### config.mk
export PLATFORM = sky130hd
export DESIGN_NAME = bram_stream_reader
export DESIGN_NICKNAME = d
export VERILOG_FILES = /design/src/rtl/bram_stream_reader.sv
export SDC_FILE = /design/constraint.sdc
export NUM_CORES = 1
export LEC_CHECK = 0
export ABC_AREA = 1
export CORE_ASPECT_RATIO = 0.7
export CORE_MARGIN = 5
export CORE_UTILIZATION = 35
export DETAILED_ROUTE_END_ITERATION = 16
export PLACE_DENSITY_LB_ADDON = 0.25
export REMOVE_ABC_BUFFERS = 1
export SYNTH_ARGS = -nofsm -noshare
export SYNTH_HDL_FRONTEND = slang
export SYNTH_SLANG_ARGS = --single-unit
### constraint.sdc
create_clock -name clk_i -period 2.76 [get_ports clk_i]
set_clock_uncertainty 0.2 [all_clocks]
set_input_delay 0.828 -clock clk_i [delete_from_list [all_inputs] [get_ports clk_i]]
set_output_delay 0.828 -clock clk_i [all_outputs]
set_load 0.01 [all_outputs]
### src/rtl/bram_stream_reader.sv
`default_nettype none
// ============================================================================
// Module   : bram_stream_reader
// Purpose  : Sweeps a wrapping BRAM address range and streams the words out
//            over valid/ready with a last marker.
// Revision : 1.0 - initial release
// ============================================================================
module bram_stream_reader #(
  parameter int DataWidth = 8,
  parameter int Depth     = 1024,
  parameter int AddrWidth = $clog2(Depth + 1)
) (
  input  logic                 clk_i,
  input  logic                 rst_ni,
  input  logic                 start_i,
  input  logic [AddrWidth-1:0] base_addr_i,
  input  logic [AddrWidth-1:0] length_i,
  output logic                 busy_o,
  output logic                 done_o,
  output logic [AddrWidth-1:0] mem_addr_o,
  output logic                 mem_rd_o,
  input  logic [DataWidth-1:0] mem_data_i,
  output logic [DataWidth-1:0] data_o,
  output logic                 valid_o,
  input  logic                 ready_i,
  output logic                 last_o
);

  localparam logic [AddrWidth-1:0] c_LAST_ADDR = AddrWidth'(Depth - 1);
  localparam logic [AddrWidth-1:0] c_DEPTH     = AddrWidth'(Depth);
  localparam logic [AddrWidth-1:0] c_ONE       = AddrWidth'(1);

  typedef enum logic [1:0] {
    ST_IDLE = 2'd0,
    ST_RUN  = 2'd1,
    ST_DONE = 2'd2
  } state_t;

  state_t                 r_state;
  state_t                 w_state_nxt;

  logic [AddrWidth-1:0]   r_len;
  logic [AddrWidth-1:0]   r_addr;
  logic [AddrWidth-1:0]   r_last_addr;
  logic [AddrWidth-1:0]   r_issued;
  logic [AddrWidth-1:0]   r_emitted;
  logic                   r_inflight;

  logic [DataWidth-1:0]   r_buf [2];
  logic                   r_wr_ptr;
  logic                   r_rd_ptr;
  logic [1:0]             r_count;

  logic                   w_start;
  logic                   w_issue;
  logic                   w_valid;
  logic                   w_pop;
  logic                   w_push;
  logic [2:0]             w_credit;
  logic [AddrWidth-1:0]   w_addr_nxt;

  assign w_start    = (r_state == ST_IDLE) && start_i;
  assign w_valid    = (r_count != 2'd0);
  assign w_pop      = w_valid && ready_i;
  assign w_push     = r_inflight;
  // Words already buffered plus the one returning from the RAM this cycle.
  assign w_credit   = {1'b0, r_count} + {2'b00, r_inflight};
  assign w_addr_nxt = (r_addr == c_LAST_ADDR) ? '0 : r_addr + c_ONE;

  always_ff @(posedge clk_i or negedge rst_ni) begin
    if (!rst_ni) begin
      r_state <= ST_IDLE;
    end else begin
      r_state <= w_state_nxt;
    end
  end

  always_comb begin
    w_state_nxt = r_state;
    w_issue     = 1'b0;
    case (r_state)
      ST_IDLE: begin
        if (start_i) begin
          w_state_nxt = (length_i != '0) ? ST_RUN : ST_DONE;
        end
      end
      ST_RUN: begin
        // A same-cycle pop frees a slot, so ready_i feeds the issue decision.
        w_issue = (r_issued < r_len) && (w_credit < (3'd2 + {2'b00, w_pop}));
        if ((r_issued == r_len) && (r_count == 2'd0) && !r_inflight && !w_pop) begin
          w_state_nxt = ST_DONE;
        end
      end
      ST_DONE: begin
        w_state_nxt = ST_IDLE;
      end
      default: begin
        w_state_nxt = ST_IDLE;
      end
    endcase
  end

  always_ff @(posedge clk_i or negedge rst_ni) begin
    if (!rst_ni) begin
      r_len       <= '0;
      r_addr      <= '0;
      r_last_addr <= '0;
      r_issued    <= '0;
      r_emitted   <= '0;
      r_inflight  <= 1'b0;
    end else begin
      r_inflight <= w_issue;
      if (w_start) begin
        r_len     <= length_i;
        r_addr    <= base_addr_i;
        r_issued  <= '0;
        r_emitted <= '0;
      end else begin
        if (w_issue) begin
          r_addr      <= w_addr_nxt;
          r_last_addr <= r_addr;
          r_issued    <= r_issued + c_ONE;
        end
        if (w_pop) begin
          r_emitted <= r_emitted + c_ONE;
        end
      end
    end
  end

  always_ff @(posedge clk_i or negedge rst_ni) begin
    if (!rst_ni) begin
      r_buf[0] <= '0;
      r_buf[1] <= '0;
      r_wr_ptr <= 1'b0;
      r_rd_ptr <= 1'b0;
      r_count  <= 2'd0;
    end else begin
      if (w_push) begin
        r_buf[r_wr_ptr] <= mem_data_i;
        r_wr_ptr        <= ~r_wr_ptr;
      end
      if (w_pop) begin
        r_rd_ptr <= ~r_rd_ptr;
      end
      case ({w_push, w_pop})
        2'b10:   r_count <= r_count + 2'd1;
        2'b01:   r_count <= r_count - 2'd1;
        default: r_count <= r_count;
      endcase
    end
  end

  assign busy_o     = (r_state == ST_RUN);
  assign done_o     = (r_state == ST_DONE);
  assign mem_rd_o   = w_issue;
  // Outside issue cycles the port holds the most recently issued address.
  assign mem_addr_o = w_issue ? r_addr : r_last_addr;
  assign valid_o    = w_valid;
  assign data_o     = r_buf[r_rd_ptr];
  assign last_o     = w_valid && (r_emitted == (r_len - c_ONE));

`ifndef SYNTHESIS
  a_buf_bound: assert property (@(posedge clk_i) disable iff (!rst_ni)
    r_count <= 2'd2);
  a_no_push_full: assert property (@(posedge clk_i) disable iff (!rst_ni)
    !(w_push && (r_count == 2'd2)));
  a_cmd_legal: assert property (@(posedge clk_i) disable iff (!rst_ni)
    w_start |-> ((base_addr_i < c_DEPTH) && (length_i <= c_DEPTH)));
  a_stall_stable: assert property (@(posedge clk_i) disable iff (!rst_ni)
    (valid_o && !ready_i) |=> (valid_o && $stable(data_o)));
`endif

endmodule
`default_nettype wire

==> flow_results.org <==
** STA
- Headroom to the max-slew limit came out at approximately 68%.
- The final count of hold timing violations came to 0.
- The routed design could run at a clock period as short as about 3.4 ns.
- Setup violations remaining at the end of the flow were counted as 13.
- Period utilisation layout :: 123%
- Timing would allow up to a little under 0.3 GHz.
- In the post-route analysis, the smallest setup slack over all paths is -0.622 ns.
- Fin. max-slew vios :: 0
- Slew at the pin with the worst max-slew slack :: 0.472 ns
- Setup repair after global routing could not meet its margin everywhere.

** Job
- Max-capacitance violation count :: 0

** Pwr
- IR analysis of the VDD net gives a maximum drop of slightly above 0.0007 V.
- Net switching is a little over two fifths of the power.
- Clock power frac :: roughly 15%
- Leak pwr :: 3.36 nW
- Pint :: 4.45 mW
- Combinational logic is responsible for between 60% and 70% of the overall power.
- Per report_power, the sequential group accounts for ~24% of the total.
- In this run the power spent charging and discharging nets is roughly 3.3 mW.
- Overall power consumption :: roughly 7.8 mW
- For this design the ratio of total power to cell area is 1190 nW/um2.

** Yosys
- List of most frequent post-synthesis cells :: 241 x sky130_fd_sc_hd__nand2_1, 78 x sky130_fd_sc_hd__dfrtp_1, 73 x sky130_fd_sc_hd__inv_1, 64 x sky130_fd_sc_hd__nand3_1, 59 x sky130_fd_sc_hd__o21ai_0
- Each instance of the synthesized netlist takes up on average around 7 um2.
- The share of the Yosys chip area taken by registers is 41.2%.
- Most used DFF post-synth :: sky130_fd_sc_hd__dfrtp_1
- Summing every instance area after synthesis gives 4740 um2.
- Post-synthesis register bit count :: 78
- After technology mapping, the gate count stands at between 600 and 700.
- By instance count, the leading cell after synthesis is sky130_fd_sc_hd__nand2_1.
- The top cell type by area accounts for between 40 and 50% of the synthesized area.
- Async S/R FF share, synth :: 100%
- Most area-consuming cells after synthesis :: sky130_fd_sc_hd__dfrtp_1 41%, sky130_fd_sc_hd__nand2_1 19%, sky130_fd_sc_hd__nand3_1 6.8%
- Counting distinct cell types in the post-synthesis netlist gives 30.
- Yosys printed 0 warnings.
- Yosys top cell by area :: sky130_fd_sc_hd__dfrtp_1
- Counting flops with a built-in enable in the synthesized netlist gives 0.

** CTS
- CTS tree :: yes
- Number of sinks handled by clock tree synthesis :: just under 80
- Depth of the CTS H-tree :: 3
- Clock network latency to the later pin of the worst-skew pair :: 0.34 ns
- After clock tree synthesis, the flow added hold-fix buffers numbering 0.
- CTS Buf Count :: 9
- Clock-pin slew was measured on the worst setup and hold paths at around 0.06 ns.
- The clock passes through at most 2 buffers.
- Buffer type at the clock tree root :: sky130_fd_sc_hd__clkbuf_16

** Global routing
- Overall routing resource usage :: between 10% and 20%
- The initial antenna violation count is 0.
- Wire length of the first global-routing pass :: around 22000 um
- After global routing the overflow that remains totals 0.
- Vias in the first global route :: between 4000 and 5000
- Entering global routing, the biggest net connects 54 pins.

** Finish
- Cells with a size suffix above 1 make up around a fifth of the layout.
- Number of inserted filler cells in the final layout :: 1335
- Non-Filler Cell Area, Final :: ~6600 um2
- Ant diodes :: 0
- From synthesis to final layout, the design area changed by 38.4%.
- Count of non-filler cells in the finished layout :: around 1000
- The final layout contains around 860 nets.

** Floorplan
- In this run the core area contains 35 standard-cell rows.
- The total area inside the core boundary comes to roughly 13000 um2.
- Count of pins on the block boundary :: 58
- The die covers between 15000 and 20000 um2.
- For this configuration, the core starts out at a cell density of ~36%.
- The die is around 110 um tall.
- Measured along the x axis, the die boundary spans 149 um.

** Placement
- Number of input and output port buffers inserted :: 57
- Post-placement setup slack :: -1.12 ns
- RD Place Congestion :: between 0.8 and 0.9
- After detailed placement, the design holds a cell count of between 900 and 1000.
- Detailed placement finished with a half-perimeter wire length of roughly 10000 um.
- The placed instances occupy a cell area of approximately 6000 um2.

** Worst setup path
- Among all stages on the critical path, the largest delay is contributed by sky130_fd_sc_hd__dfrtp_1.
- In this run the worst path has a maximum fanout of 7.
- The critical path goes through ha_2 -> ha_4 -> nand3b_1 -> nor2_1 -> nand3_2 -> nor2_4 -> nand2_4 -> buf_6 -> buf_12 -> o21ai_2 -> buf_2.
- The critical path in this run is classified as reg -> out.
- At the worst endpoint, the arrival time is ~2.4 ns.
- The worst setup path is captured at an output port.
- For the worst flop-to-flop path, the logic depth is 14.
- Startpoint type of the worst setup path :: flop
- Data on the critical path is required at its endpoint by roughly 1.7 ns.
- Peak per-stage delay on the critical path :: between 0.3 and 0.4 ns

** Detailed routing
- The first routing iteration left between 200 and 300 violations.
- Summing over every cut layer, the via total after detailed routing is about 4700.
- Number of iterations in the first detailed-routing pass :: 5
- Once detail routing completed, the nets flagged for antenna violations numbered 0.
- Avg Vias per Cell :: 4.74
- The final layout contains routed wiring with a total length of between 10000 and 15000 um.
- Routed length per instance :: ~13 um
- Drt drc :: 0

** Run status
- The final reports fail on setup timing.
- Result of the run :: complete, but fails checks

** Hold path
- The min-delay analysis places its worst path in the category in -> async.
-- routing by layer --
metal / GRT usage, % / up-vias / wire length, um
li1: - / 2416 / -
met1: 25.6 / 2178 / 6590
met2: 24.8 / 119 / 5560
met3: 3.70 / 14 / 715
met4: 3.98 / 0 / 172
met5: 0 / - / 0
-- logic make-up (layout without fill, tap and decap cells) --
logic type,count (synthesis),after routing,synth area share [%]
flops,78,78,41.2
buf+inv,95,234,8.03
fa+ha+maj,18,18,4.76
xor+xnor,17,17,3.14
simple gates,392,392,35.0
compound gates,73,73,7.87
-- sequential cells by signal (all words and copies together), names as in the netlist, 2 cells and up --
signal and count:
r_emitted 11, r_last_addr 11, r_addr 11, r_count 2
r_len 11, r_issued 11, r_buf 16, r_state 2
-- worst max-delay path: cells and delay by family (launching register included) --
| kind | cells | cell delay (ns) |
|---|---|---|
| compound gates | 1 | 0.11 |
| fa+ha+maj | 2 | 0.35 |
| buf+inv | 3 | 0.41 |
| flops | 1 | 0.38 |
| simple gates | 5 | 0.76 |
-- layout by cell type (no fill, tap or decap), drive strengths merged, types with 11 or more instances in the layout --
cell             n
nand2          244
buf             98
dfrtp           78
inv             77
nand3           64
o21ai           59
nor2            55
clkdlybuf4s50   41
ha              18
nand4           13
a21oi           11
xor2            11
clkbuf          11
-- through the flow --
| stage | TNS [ns] | utilization, % | hold WS (ns) |
|---|---|---|---|
| floorplan | -1.78 | - | 0.243 |
| global placement | -14.50 | 45.6 | 0.259 |
| detailed placement | -14.92 | 45.6 | 0.268 |
| CTS | -7.22 | 48.5 | 0.211 |
| global route | -7.79 | 49.6 | 0.228 |
| finish | -6.52 | 49.6 | 0.206 |
-- repair_timing --
item                                    in CTS  in global routing
gates resized for setup                     95                 32
endpoints found under the setup margin      13                 36
buffers inserted                             8                  5
pin swaps                                   11                 16
-- power by group through the flow --
stage                     logic, mW  registers, mW  clock network, mW
final                          4.71           1.90               1.19
after global routing           5.28           1.95               1.27
after CTS                      4.43           1.88               1.22
after detailed placement       4.21           1.88                  0
after global placement         4.12           1.86                  0
after floorplan                2.12           1.89                  0
-- layout make-up --
type	count	area, um2	area share (%)
multi-input combinational	500	2580	39.4
sequential	78	1950	29.8
timing repair buffer	141	1200	18.3
inverter	77	295	4.50
clock buffer	11	233	3.55
tap	185	231	3.53
clock inverter	5	58.8	0.897
-- path summary, 6_finish.rpt --
path	start	end	slack, ns
min	rst_ni	r_emitted[10]	0.21
min in group clk_i	r_buf[1]	r_buf[1]	0.29
min reg2reg	r_buf[1]	r_buf[1]	0.29
max in group asynchronous	rst_ni	r_last_addr[7]	1.55
max reg2reg	r_count[0]	r_addr[9]	0.17
max	r_count[0]	mem_addr_o[9]	-0.62
Note: power is estimated with default switching activity, not from simulation.
==> RTL change 1 (same settings) <==
The 3 states of `state_t` get a one-hot encoding in 3 bits.
--- a/src/rtl/bram_stream_reader.sv
+++ b/src/rtl/bram_stream_reader.sv
@@ -30,10 +30,10 @@
   localparam logic [AddrWidth-1:0] c_DEPTH     = AddrWidth'(Depth);
   localparam logic [AddrWidth-1:0] c_ONE       = AddrWidth'(1);
 
-  typedef enum logic [1:0] {
-    ST_IDLE = 2'd0,
-    ST_RUN  = 2'd1,
-    ST_DONE = 2'd2
+  typedef enum logic [2:0] {
+    ST_IDLE = 3'b001,
+    ST_RUN  = 3'b010,
+    ST_DONE = 3'b100
   } state_t;
 
   state_t                 r_state;
Formal check against the unedited RTL: same outputs for any inputs over 10 cycles, from zero or initial values and one cycle with rst_ni low; not proved beyond that.
==> RTL change 1 against the original RTL <==
The flow still finishes with violations (negative setup slack); sequential cell count is 1 higher; area after synthesis is 0.45% higher; cell count is 0.50% lower; utilization is 1.3 points higher; worst setup slack better by 240 ps; die area is 0.42% higher; routed wire length is 4.1% higher; final area is 2.7% higher; via count is 0.15% higher; total power is 14% lower; combinational power is 22% lower; largest cell class unchanged; largest power group unchanged.
==> RTL change 1: results (changes against the original RTL) <==
metric,value,unit,change
fin util,0.509,,+0.0133
Multi-input comb cells,489,,-2.2%
fillcell total,1281,,-4.0%
Hold WS,250,ps,+44.4 ps
R2R cell count,23,,+9
Initial DRC Count,296,,+16%
met3 usage,0.0379,,+0.000842
vias in the first global route,4761,,+3.6%
status,finished with violations,,
worst slew pin tran,509,ps,+36.6 ps
Sink Count,79,,+1.3%
violated checks,negative setup slack,,
"Inverters, non-clock",78,,+1.3%
worst r2r src,r_len[5],,
Adder-Cell Fraction of Synth Area,0.0473,,-0.000213
Pre-antenna DRT Iters,6,,+1
largest net degree at the start of global routing,37,,-31%
Lkg Pwr,3.40,nW,+1.2%
Post-Syn Instances,666,,-1.0%
Yosys cell types,32,,+6.7%
Peak VDD IR,0.000532,V,-26%
slack of the critical path,-379,ps,+243 ps
Placed Cells incl. Taps,955,,-1.6%
met2 usage,0.262,,+0.0138
Setup TNS,-4690,ps,+1830 ps
Total Routing Usage GR,0.178,,+0.00775
Plain + repair buffers,145,,+2.8%
Met1 Wirelength,6740,um,+2.3%
top post-synthesis cells by area,"dfrtp_1, nand2_1, o21ai_0",,
setup violators final,14,,+1
## RTL change 1: changes by cell type in the layout (fill, tap and decap cells not counted), sizes merged, moves of 3 or more
cell and change:
buf +4, clkinv +3, nand2 -8, o21ai +5, nor2 +5, nand3 -6
## RTL change 1: critical path, cell delays in order (launching register included)
cell	delay (ps)
dfrtp_1	350
inv_1	80
ha_4	280
nand2_4	60
nor2_4	120
o21ai_1	70
nand2_1	70
nand2_2	80
nand2_4	100
buf_6	130
buf_6	100
nand2_4	40
buf_4	120
buf_4	120
buf_4	120
buf_4	120
buf_4	120
buf_4	120
buf_4	120
buf_4	120
buf_4	120
buf_4	120
buf_4	120
nand2_1	60
## RTL change 1: power groups by stage
| stage | registers (mW) | logic, mW | clock network, mW |
|---|---|---|---|
| finish | 1.87 | 3.67 | 1.14 |
| global route | 1.93 | 4.15 | 1.22 |
| CTS | 1.85 | 3.36 | 1.17 |
| detailed placement | 1.86 | 3.19 | 0 |
| global placement | 1.84 | 3.11 | 0 |
| floorplan | 1.85 | 1.69 | 0 |
==> RTL change 2 (same flow settings) <==
Made on the original files. Set the parameter `Depth` to 4096 (it was 1024).
--- a/src/rtl/bram_stream_reader.sv
+++ b/src/rtl/bram_stream_reader.sv
@@ -7,7 +7,7 @@
 // ============================================================================
 module bram_stream_reader #(
   parameter int DataWidth = 8,
-  parameter int Depth     = 1024,
+  parameter int Depth     = 4096,
   parameter int AddrWidth = $clog2(Depth + 1)
 ) (
   input  logic                 clk_i,
Ports: changed (resized base_addr_i, length_i and mem_addr_o); port bits go from 58 to 64. No check against the original RTL was run, so the function may have changed too.
==> RTL change 2 against the original RTL <==
The flow still finishes with violations (negative setup slack); final area is 12% higher; utilization increased by 0.53 points; die area rose by 10%; sequential cell count is 10 higher; first-iteration DRC count grew 8.2%; sequential power grew 12%; worst setup slack worse by 48 ps; via count is 6.5% higher; routed wire length is 9.3% higher; clock power rose by 8%; maximum frequency shrank 1.4%; area after synthesis is 11% higher; total power increased by 13%; critical path type unchanged; largest cell class unchanged.
==> RTL change 2: results (changes against the original RTL) <==
metric,value,unit,change
status,finished with violations,,
violated checks,negative setup slack,,
largest net degree at the start of global routing,35,,-35%
Reg2Reg Setup Slack,150,ps,-20 ps
clock share of power,0.146,,-0.007
fraction of layout cells with a size suffix above 1,0.215,,+0.0120
Slew headroom,0.693,,+0.00898
YS warnings,0,,unchanged
Setup TNS,-9320,ps,-2810 ps
fillcell total,1455,,+9.0%
WP data arrival,2400,ps,+50 ps
Port Buffers,63,,+11%
Sw Pwr,3.78,mW,+13%
final net count,936,,+9.0%
R2R cell count,12,,-2
FF-to-FF End,r_addr[5],,
final WL,14300,um,+9.3%
slack of the critical path,-670,ps,-48.1 ps
Yosys cell types,33,,+10%
Hold WS,232,ps,+26.4 ps
CP Max Fanout,5,,-2
worst r2r src,r_inflight,,
Total Routing Usage GR,0.166,,-0.00366
post-cts sizing count,100,,+5.3%
worst setup path startpoint,r_inflight,,
placed cell areas,6760,um2,+12%
RD Place Congestion,0.885,,+4.1%
Peak VDD IR,0.000474,V,-34%
first-pass GRT wire length,23900,um,+9.2%
Synth Area in Compound Gates,0.0979,,+0.0192
Post-CTS Setup Bufs,6,,-2
setup violators final,15,,+2
xor/xnor share of the synthesized area,0.0399,,+0.00849
vias per cell,4.67,,-1.5%
Pre-antenna DRT Iters,4,,-1
Lkg Pwr,3.69,nW,+9.8%
"top cells by count, synth","nand2_1, dfrtp_1, inv_1",,
worst skew pair latency,340,ps,about the same
P_comb,5.40,mW,+15%
critical path endpoint,mem_addr_o[2],,
switch share,0.429,,about the same
Initial DRC Count,276,,+8.2%
"Seq/Total Area, Yosys",0.418,,+0.00620
vias in the first global route,4718,,+2.6%
[RTL change 2: stage by stage]
step / cells / setup slack (ps)
after CTS: 1077 / -731
after global placement: 1053 / -939
after floorplan: 710 / -490
after detailed placement: 1053 / -965
after global routing: 1078 / -791
final: 1078 / -670
[RTL change 2: critical path, delay by kind of cell, from the launching register on]
| family | cells | cell delay [ps] |
|---|---|---|
| and+or+nand+nor | 6 | 940 |
| adders and majority gates | 2 | 360 |
| buffers and inverters | 3 | 360 |
| DFF | 1 | 390 |
[RTL change 2: logic make-up (layout without fill, tap and decap cells)]
logic type      Yosys count  in the layout
xor+xnor                 24             24
fa+ha+maj                20             20
buf+inv                 111            262
flops                    88             88
compound gates          100            100
simple gates            389            389
[RTL change 2: final cells by class]
| class | instances | area [um2] | area share |
|---|---|---|---|
| clock inverters | 6 | 72.6 | 0.00984 |
| clock buffers | 10 | 239 | 0.0324 |
| repair buffers | 157 | 1400 | 0.190 |
| multi-input cells | 533 | 2870 | 0.389 |
| inverters | 89 | 350 | 0.0475 |
| flip-flops and latches | 88 | 2200 | 0.299 |
| well taps | 195 | 244 | 0.0331 |
[RTL change 2: per-layer routing]
metal | up-vias | share of wire | track usage
met3 | 10 | 0.050 | 0.0320
met1 | 2285 | 0.55 | 0.266
met2 | 106 | 0.39 | 0.232
met5 | - | 0 | 0
li1 | 2633 | - | -
met4 | 0 | 0.0077 | 0.0295
[RTL change 2: how the worst min path moves through the flow]
stage	startpoint	end
3_5_place_dp	r_last_addr[2]	r_last_addr[2]
4_1_cts	rst_ni	r_addr[0]
6_report	rst_ni	r_addr[0]
2_1_floorplan	r_last_addr[2]	r_last_addr[2]
5_1_grt	rst_ni	r_addr[4]
3_3_place_gp	r_buf[1]	r_buf[1]
